**src/rtl/move_list_sequencer.sv**
```systemverilog
// Sequencer/reader for the 64-cell square array: broadcasts a request, waits for
// ray settle, then streams legal destinations in ascending order. Option: PAWN_DOUBLE_EN.
module move_list_sequencer #(
  parameter int SETTLE_CYCLES = 4
) (
  input  logic        clk,
  input  logic        rst_n,
  input  logic        start,
  input  logic [5:0]  req_square,
  input  logic [3:0]  req_piece,
  input  logic [63:0] movebits,
  input  logic [63:0] occupancy,
  output logic        init,
  output logic [5:0]  square_calc,
  output logic [3:0]  piece_type_calc,
  output logic        busy,
  output logic        move_valid,
  output logic [5:0]  move_dst,
  input  logic        move_ready,
  output logic        done,
  output logic [6:0]  move_count
);

  typedef enum logic [1:0] {S_IDLE, S_SETTLE, S_SCAN, S_DONE} state_t;

  state_t      state;
  state_t      state_next;
  logic [3:0]  settle_cnt;
  logic [63:0] pending;
  logic [63:0] capture_bits;
  logic [5:0]  lowest;

  always_ff @(posedge clk or negedge rst_n) begin
    if (!rst_n) state <= S_IDLE;
    else        state <= state_next;
  end

  always_comb begin
    state_next = state;
    case (state)
      S_IDLE:   if (start) state_next = S_SETTLE;
      S_SETTLE: if (settle_cnt == 4'd1) state_next = S_SCAN;
      S_SCAN:   if (pending == '0) state_next = S_DONE;
      S_DONE:   state_next = S_IDLE;
      default:  state_next = S_IDLE;
    endcase
  end

  assign init       = (state != S_SETTLE);
  assign busy       = (state != S_IDLE);
  assign done       = (state == S_DONE);
  assign move_valid = (state == S_SCAN) && (pending != '0);
  assign move_dst   = lowest;

  // The source square never reports itself as a destination.
  always_comb begin
    capture_bits = movebits;
    capture_bits[square_calc] = 1'b0;
`ifdef PAWN_DOUBLE_EN
    if (piece_type_calc == 4'd11 && square_calc[5:3] == 3'd1 &&
        movebits[square_calc + 6'd8] && !occupancy[square_calc + 6'd8] &&
        !occupancy[square_calc + 6'd16])
      capture_bits[square_calc + 6'd16] = 1'b1;
    if (piece_type_calc == 4'd5 && square_calc[5:3] == 3'd6 &&
        movebits[square_calc - 6'd8] && !occupancy[square_calc - 6'd8] &&
        !occupancy[square_calc - 6'd16])
      capture_bits[square_calc - 6'd16] = 1'b1;
`endif
  end

`ifndef PAWN_DOUBLE_EN
  logic unused_occupancy;
  assign unused_occupancy = ^occupancy;
`endif

  // Descending scan so the lowest set bit wins.
  always_comb begin
    lowest = '0;
    for (int i = 63; i >= 0; i--) begin
      if (pending[i]) lowest = 6'(i);
    end
  end

  always_ff @(posedge clk or negedge rst_n) begin
    if (!rst_n) begin
      square_calc     <= '0;
      piece_type_calc <= '0;
      settle_cnt      <= '0;
      pending         <= '0;
      move_count      <= '0;
    end else begin
      case (state)
        S_IDLE: begin
          if (start) begin
            square_calc     <= req_square;
            piece_type_calc <= req_piece;
            move_count      <= '0;
            settle_cnt      <= 4'(SETTLE_CYCLES);
          end
        end
        S_SETTLE: begin
          settle_cnt <= settle_cnt - 4'd1;
          if (settle_cnt == 4'd1) pending <= capture_bits;
        end
        S_SCAN: begin
          if (move_valid && move_ready) begin
            pending[lowest] <= 1'b0;
            move_count      <= move_count + 7'd1;
          end
        end
        default: ;
      endcase
    end
  end

endmodule
```
**config.mk**
```make
export PLATFORM = sky130hd
export DESIGN_NAME = move_list_sequencer
export DESIGN_NICKNAME = d
export VERILOG_FILES = /design/src/rtl/move_list_sequencer.sv
export SDC_FILE = /design/constraint.sdc
export NUM_CORES = 1
export LEC_CHECK = 0
export CAP_MARGIN = 40
export CORE_MARGIN = 4
export CORE_UTILIZATION = 38
export CTS_CLUSTER_SIZE = 12
export DETAILED_ROUTE_END_ITERATION = 8
export DONT_BUFFER_PORTS = 1
export PLACE_DENSITY = 0.57
export SYNTH_ARGS = -nofsm -noshare
export SYNTH_HDL_FRONTEND = slang
export SYNTH_SLANG_ARGS = --single-unit
```
**constraint.sdc**
```tcl
create_clock -name clk -period 5.9 [get_ports clk]
set_input_delay 0.885 -clock clk [delete_from_list [all_inputs] [get_ports clk]]
set_output_delay 0.885 -clock clk [all_outputs]
set_load 0.005 [all_outputs]
```
* After elaboration in Yosys (flattened, before gate mapping)
Cells that the tools add are included.
Widths: inputs -> output; s select.
** Word-level totals
- Bits in registers :: 87
- Output and inout bits :: 27
- Logic and storage cells :: 121
- Bits of input ports :: 142
** Cells by class
- Equal/unequal tests :: 9
- Magnitude comparators :: 4
- Add/subtract/negate cells :: 2
- Bitwise operators :: 4
- Reduce and logical (&&, ||, !) cells :: 16
- Muxes and demuxes :: 80
** Operators with widths (count)
- $mux 6 :: 64
- $and 64x64->64 :: 2
- $mux 64 :: 2
- $not 64->64 :: 2
- $pmux 64 s2 :: 1
- $logic_not 64->1 :: 1
- $reduce_bool 64->1 :: 1
- $lt 6x7->1 const B :: 2
- $mux 7 :: 2
- $pmux 7 s2 :: 1
- $demux 1 s6 :: 2
- $ge 6x1->1 const B :: 2
- $reduce_and 3->1 :: 3
- $pmux 2 s4 :: 1
- $pmux 4 s2 :: 1
- $reduce_bool 2->1 :: 4
- $add 7x1->7 const B :: 1
- $mux 2 :: 3
- $ne 2x2->1 const B :: 3
- $eq 2x2->1 const B :: 2
- $eq 4x1->1 const B :: 1
- $logic_and 1x1->1 :: 4
- $mux 4 :: 1
- $ne 2x1->1 const B :: 2
- 5 further kinds :: 7

* Logic depth before layout (Yosys ltp)
- Depth after elaboration :: 72
- Depth in mapped cells :: 11
- Mapped depth without buffers :: 9

* Worst setup path before layout
No wires, ideal clock.
- Path type :: reg-to-output
- From :: register pending[23]
- To :: output port move_dst[1]
- Data arrival time :: 1.828 ns
- Buffers on the path :: 1
- Cell stages (with the launch flop) :: 8
- Slack :: 3.187 ns
- Cell sequence :: dfrtp_1 > or4_1 > nor3_2 > o311ai_1 > a211oi_2 > or2_2 > inv_2 > clkbuf_1
** On the way
- Word-level cells in the longest chain between the ends :: 24
** Ends and longest elaborated chain
- start, declared :: RTL line 29 : logic [63:0] pending;
- start signal, assigned :: RTL line 103 : if (settle_cnt == 4'd1) pending <= capture_bits;
- $mux 6 (24 in series) :: RTL line 80 : if (pending[i]) lowest = 6'(i);
- end, declared :: RTL line 18 : output logic [5:0] move_dst,
No other way between the ends.

* Final worst setup path
- From :: register pending[26]
- To :: output port move_valid
** On the way
- Word-level cells in the longest chain between the ends :: 2
** Ends and longest elaborated chain
- $reduce_bool 64->1 :: RTL line 52 : assign move_valid = (state == S_SCAN) && (pending != '0);
- $logic_and 1x1->1 :: RTL line 52
- end, declared :: RTL line 17 : output logic move_valid,
No other way between the ends.

==> key figures <==
Power and ir drop
  • NetSw: 1.83 mW
  • Leakage power: 2.40 nW
  • Sw Ratio: 0.482
  • Seq pwr share: 0.353
  • Pwr Density: 602 nW/µm²
  • Worst vdd ir: 0.317 mV
  • Combinational fraction of design power: 0.462
  • Internal Pwr Total: 1.97 mW
  • Clock power frac: 0.185

Final layout
  • Fin nets: 844
  • Filler cell count: about 1500
  • Design Area, Final: 6320 µm²
  • Fraction of layout cells with a size suffix above 1: 0.102
  • Syn-to-layout area delta: 9.34%

Synth
  • Syn avg cell area: 8.17 µm²
  • Async SR Flop Fraction: 1.00
  • Main flop type after synthesis: dfrtp_1
  • Post-Syn Instances: 707
  • Sequential share of the synthesized area: 0.377
  • Synth unique cells: 71
  • Mapped Area: approximately 5800 µm²
  • Synthesis Warnings: 0
  • Register bit count reported by yosys: 87
  • Post-synth EDFFs: 0
  • Syn nets: 856

STA
  • Unrepaired setup endpoints after global routing: false
  • Final setup viols: 0
  • Clock period minus worst slack: approximately 3400 ps
  • Max Clock Freq: 297 MHz
  • Worst-Margin Slew: just under 900 ps
  • Setup Skew: 6.97 ps
  • Sum Neg Setup Slack: 0 ps
  • Slew Limit Fails: 0
  • Final Hold Viols: 0
  • Slew HR: 0.415
  • Period utilization: 0.571

Global route
  • GRT Util Overall: 0.236
  • First-pass GRT wire length: 31900 µm
  • Grt ovf: 0
  • Number of global-route vias before repair: 5412
  • Antenna violations before repair: 5
  • Largest net degree at the start of global routing: 88

Die
  • FP Rows: 44
  • Starting Density: 0.393
  • Die Wd: 131 µm
  • Total die area: 17200 µm²
  • Die Ht: 131 µm
  • I/O Pins: 169
  • Core Region: 14700 µm²

Critical path
  • Type of origin of the critical path: register
  • Critical Path AT: 2480 ps
  • CP max stage cell: nor4_1
  • CP required: 5020 ps
  • Critical Setup Path Class: reg2out
  • Critical Path, Cell by Cell: nor4_1, nand4_1, nor2_1, a21oi_1
  • CP bufs+invs: 0
  • CP top delay family: simple AND/OR/NAND/NOR gates
  • CP Capture Type: primary output
  • Largest stage delay, worst path: 730 ps
  • CP max FO: 6

Detailed routing
  • DR vias: 5653
  • Post-Route WL: 20500 µm
  • Drt pass-1 iters: 6
  • Post-DRT Antenna Nets: 0
  • Iteration-0 DRC Markers: 562
  • Wire per inst: approximately 23 µm
  • Via density: 6.39
  • Drc violations: 0

Clock network
  • Hold Buf Count CTS: 0
  • Total CTS buffers: 9
  • Post-cts gate resize count: 0
  • CTS tree: done
  • H-Tree Depth: 3
  • CTS Root Cell: clkbuf_16
  • Longest Clk Path Bufs: 2
  • Skew-Pair Late Insertion Delay: 350 ps
  • Post CTS Setup Buffer Count: 0
  • Clock-pin slew on the worst setup and hold paths: about 60 ps
  • Clk sinks: slightly below 90

Run status
  • Status: finished clean

Run
  • Max_cap viols: 0

Worst hold path
  • Hold Path Class: in2async

Placed design
  • Port Buffers: 0
  • Post-DP HPWL: around 15000 µm
  • RePlAce Congestion: 0.922
  • Area after DPL: 5950 µm²
-- through the flow --
stage / cells / utilization / hold WS (ps) / setup WS, ps / power (mW)
3_5_place_dp: 868 / 0.405 / 526 / 2920 / 3.07
2_1_floorplan: 707 / - / 489 / 3190 / 2.48
3_3_place_gp: 864 / 0.403 / 508 / 2720 / 3.01
4_1_cts: 883 / 0.429 / 211 / 2610 / 3.78
6_report: 885 / 0.430 / 224 / 2530 / 3.80
5_1_grt: 884 / 0.430 / 212 / 2330 / 4.09
-- final timing paths --
kind	cells past startpoint	to	slack, ps	from
setup / recovery	4	move_valid	2530	pending[26]
hold / removal	0	pending[43]	220	rst_n
setup reg to reg	6	pending[42]	2870	pending[26]
hold reg to reg	1	settle_cnt[1]	540	settle_cnt[1]
max in group asynchronous	0	pending[24]	5540	rst_n
min in group clk	1	settle_cnt[1]	540	settle_cnt[1]
-- cell usage after synthesis (3+ instances only) --
| master | n | share of area |
|---|---|---|
| nand2_1 | 18 | 0.012 |
| or3b_2 | 4 | 0.0061 |
| nor2b_1 | 8 | 0.0087 |
| or4_1 | 7 | 0.0091 |
| o31a_1 | 3 | 0.0045 |
| o2111ai_1 | 3 | 0.0045 |
| mux2_2 | 11 | 0.021 |
| dfrtp_1 | 87 | 0.38 |
| and3_1 | 5 | 0.0054 |
| nor4_1 | 10 | 0.011 |
| o211ai_1 | 5 | 0.0065 |
| or2_2 | 3 | 0.0032 |
| nand3b_1 | 7 | 0.0091 |
| or3_1 | 5 | 0.0054 |
| o21bai_1 | 6 | 0.0078 |
| inv_1 | 22 | 0.014 |
| o31ai_1 | 5 | 0.0065 |
| a21oi_1 | 123 | 0.11 |
| and2_1 | 3 | 0.0032 |
| nand3_1 | 17 | 0.015 |
| a211oi_2 | 3 | 0.0065 |
| nor3_1 | 25 | 0.022 |
| o21a_1 | 5 | 0.0065 |
| a31oi_1 | 14 | 0.015 |
| nand2b_1 | 10 | 0.011 |
| clkbuf_1 | 25 | 0.016 |
| nor4_2 | 6 | 0.013 |
| o21ai_0 | 81 | 0.070 |
| a221oi_1 | 6 | 0.0091 |
| nor2_1 | 107 | 0.070 |
| xnor2_1 | 3 | 0.0045 |
| nor4_4 | 3 | 0.011 |
| nand4_1 | 11 | 0.012 |
| ha_1 | 7 | 0.015 |
-- cells by family after synthesis --
kind of cell             share of synthesized area
AO/OA/AOI/OAI                                0.290
AND/OR/NAND/NOR                              0.251
adder cells (fa/ha/maj)                     0.0152
buffers and inverters                       0.0373
multiplexers                                0.0214
XOR/XNOR                                   0.00758
flip-flops                                   0.377
-- registers in the layout, indices dropped and copies added (netlist names) --
signal and flops:
state 2, square_calc 6, pending 64, settle_cnt 4, move_count 7, piece_type_calc 4
-- cell usage in the layout (no fill, tap or decap), types with 3 or more instances in the layout --
cell         n
nor4_2       6
nand3_1     16
or4_1        7
buf_4        4
nor4_4       3
o21ai_0     81
a21oi_1    123
o31a_1       3
o31ai_1      5
nor3_1      25
nor2_1     107
clkbuf_16    9
bufinv_16    4
a31oi_1     14
and2_1       3
nand3b_1     7
nand2_1     18
o21bai_1     6
nand4_1     11
nor4_1      10
o2111ai_1    3
mux2_2      11
or3b_2       4
xnor2_1      3
o21a_1       5
ha_1         7
o211ai_1     5
a221oi_1     6
and3_1       5
nand2b_1    10
dfrtp_1     87
inv_1       22
nor2b_1      8
a211oi_2     3
or2_2        3
or3_1        5
-- worst reg2reg max path, delay by kind of cell, from the launching register on --
kind / cells / cell delay (ps)
AND/OR/NAND/NOR: 4 / 1650
flip-flops: 1 / 450
AO/OA/AOI/OAI: 2 / 780
-- power groups by stage --
stage / Combinational (mW) / Sequential (mW) / Clock (mW)
2_1_floorplan: 1.31 / 1.17 / 0
3_3_place_gp: 1.68 / 1.32 / 0
3_5_place_dp: 1.73 / 1.34 / 0
4_1_cts: 1.74 / 1.33 / 0.716
5_1_grt: 1.95 / 1.40 / 0.738
6_report: 1.76 / 1.34 / 0.701
-- area by class of cell --
type,instances,area (µm²),area share
sequential,87,2180,0.345
inverter,24,90.1,0.0143
multi-input combinational,566,3400,0.538
tap,184,230,0.0365
timing repair buffer,7,57.6,0.00911
clock inverter,6,134,0.0212
antenna,2,5.00,0.000792
clock buffer,9,225,0.0357
-- per-layer routing --
layer | share of wire | vias to the layer above | wire (µm) | track usage
met3 | 0.094 | 51 | 1920 | 0.0677
met5 | 0.0019 | - | 40 | 0
met2 | 0.44 | 256 | 9090 | 0.363
met4 | 0.029 | 8 | 596 | 0.0904
li1 | - | 2618 | - | -
met1 | 0.43 | 2720 | 8870 | 0.317
Power figures use the tool's default switching activity.
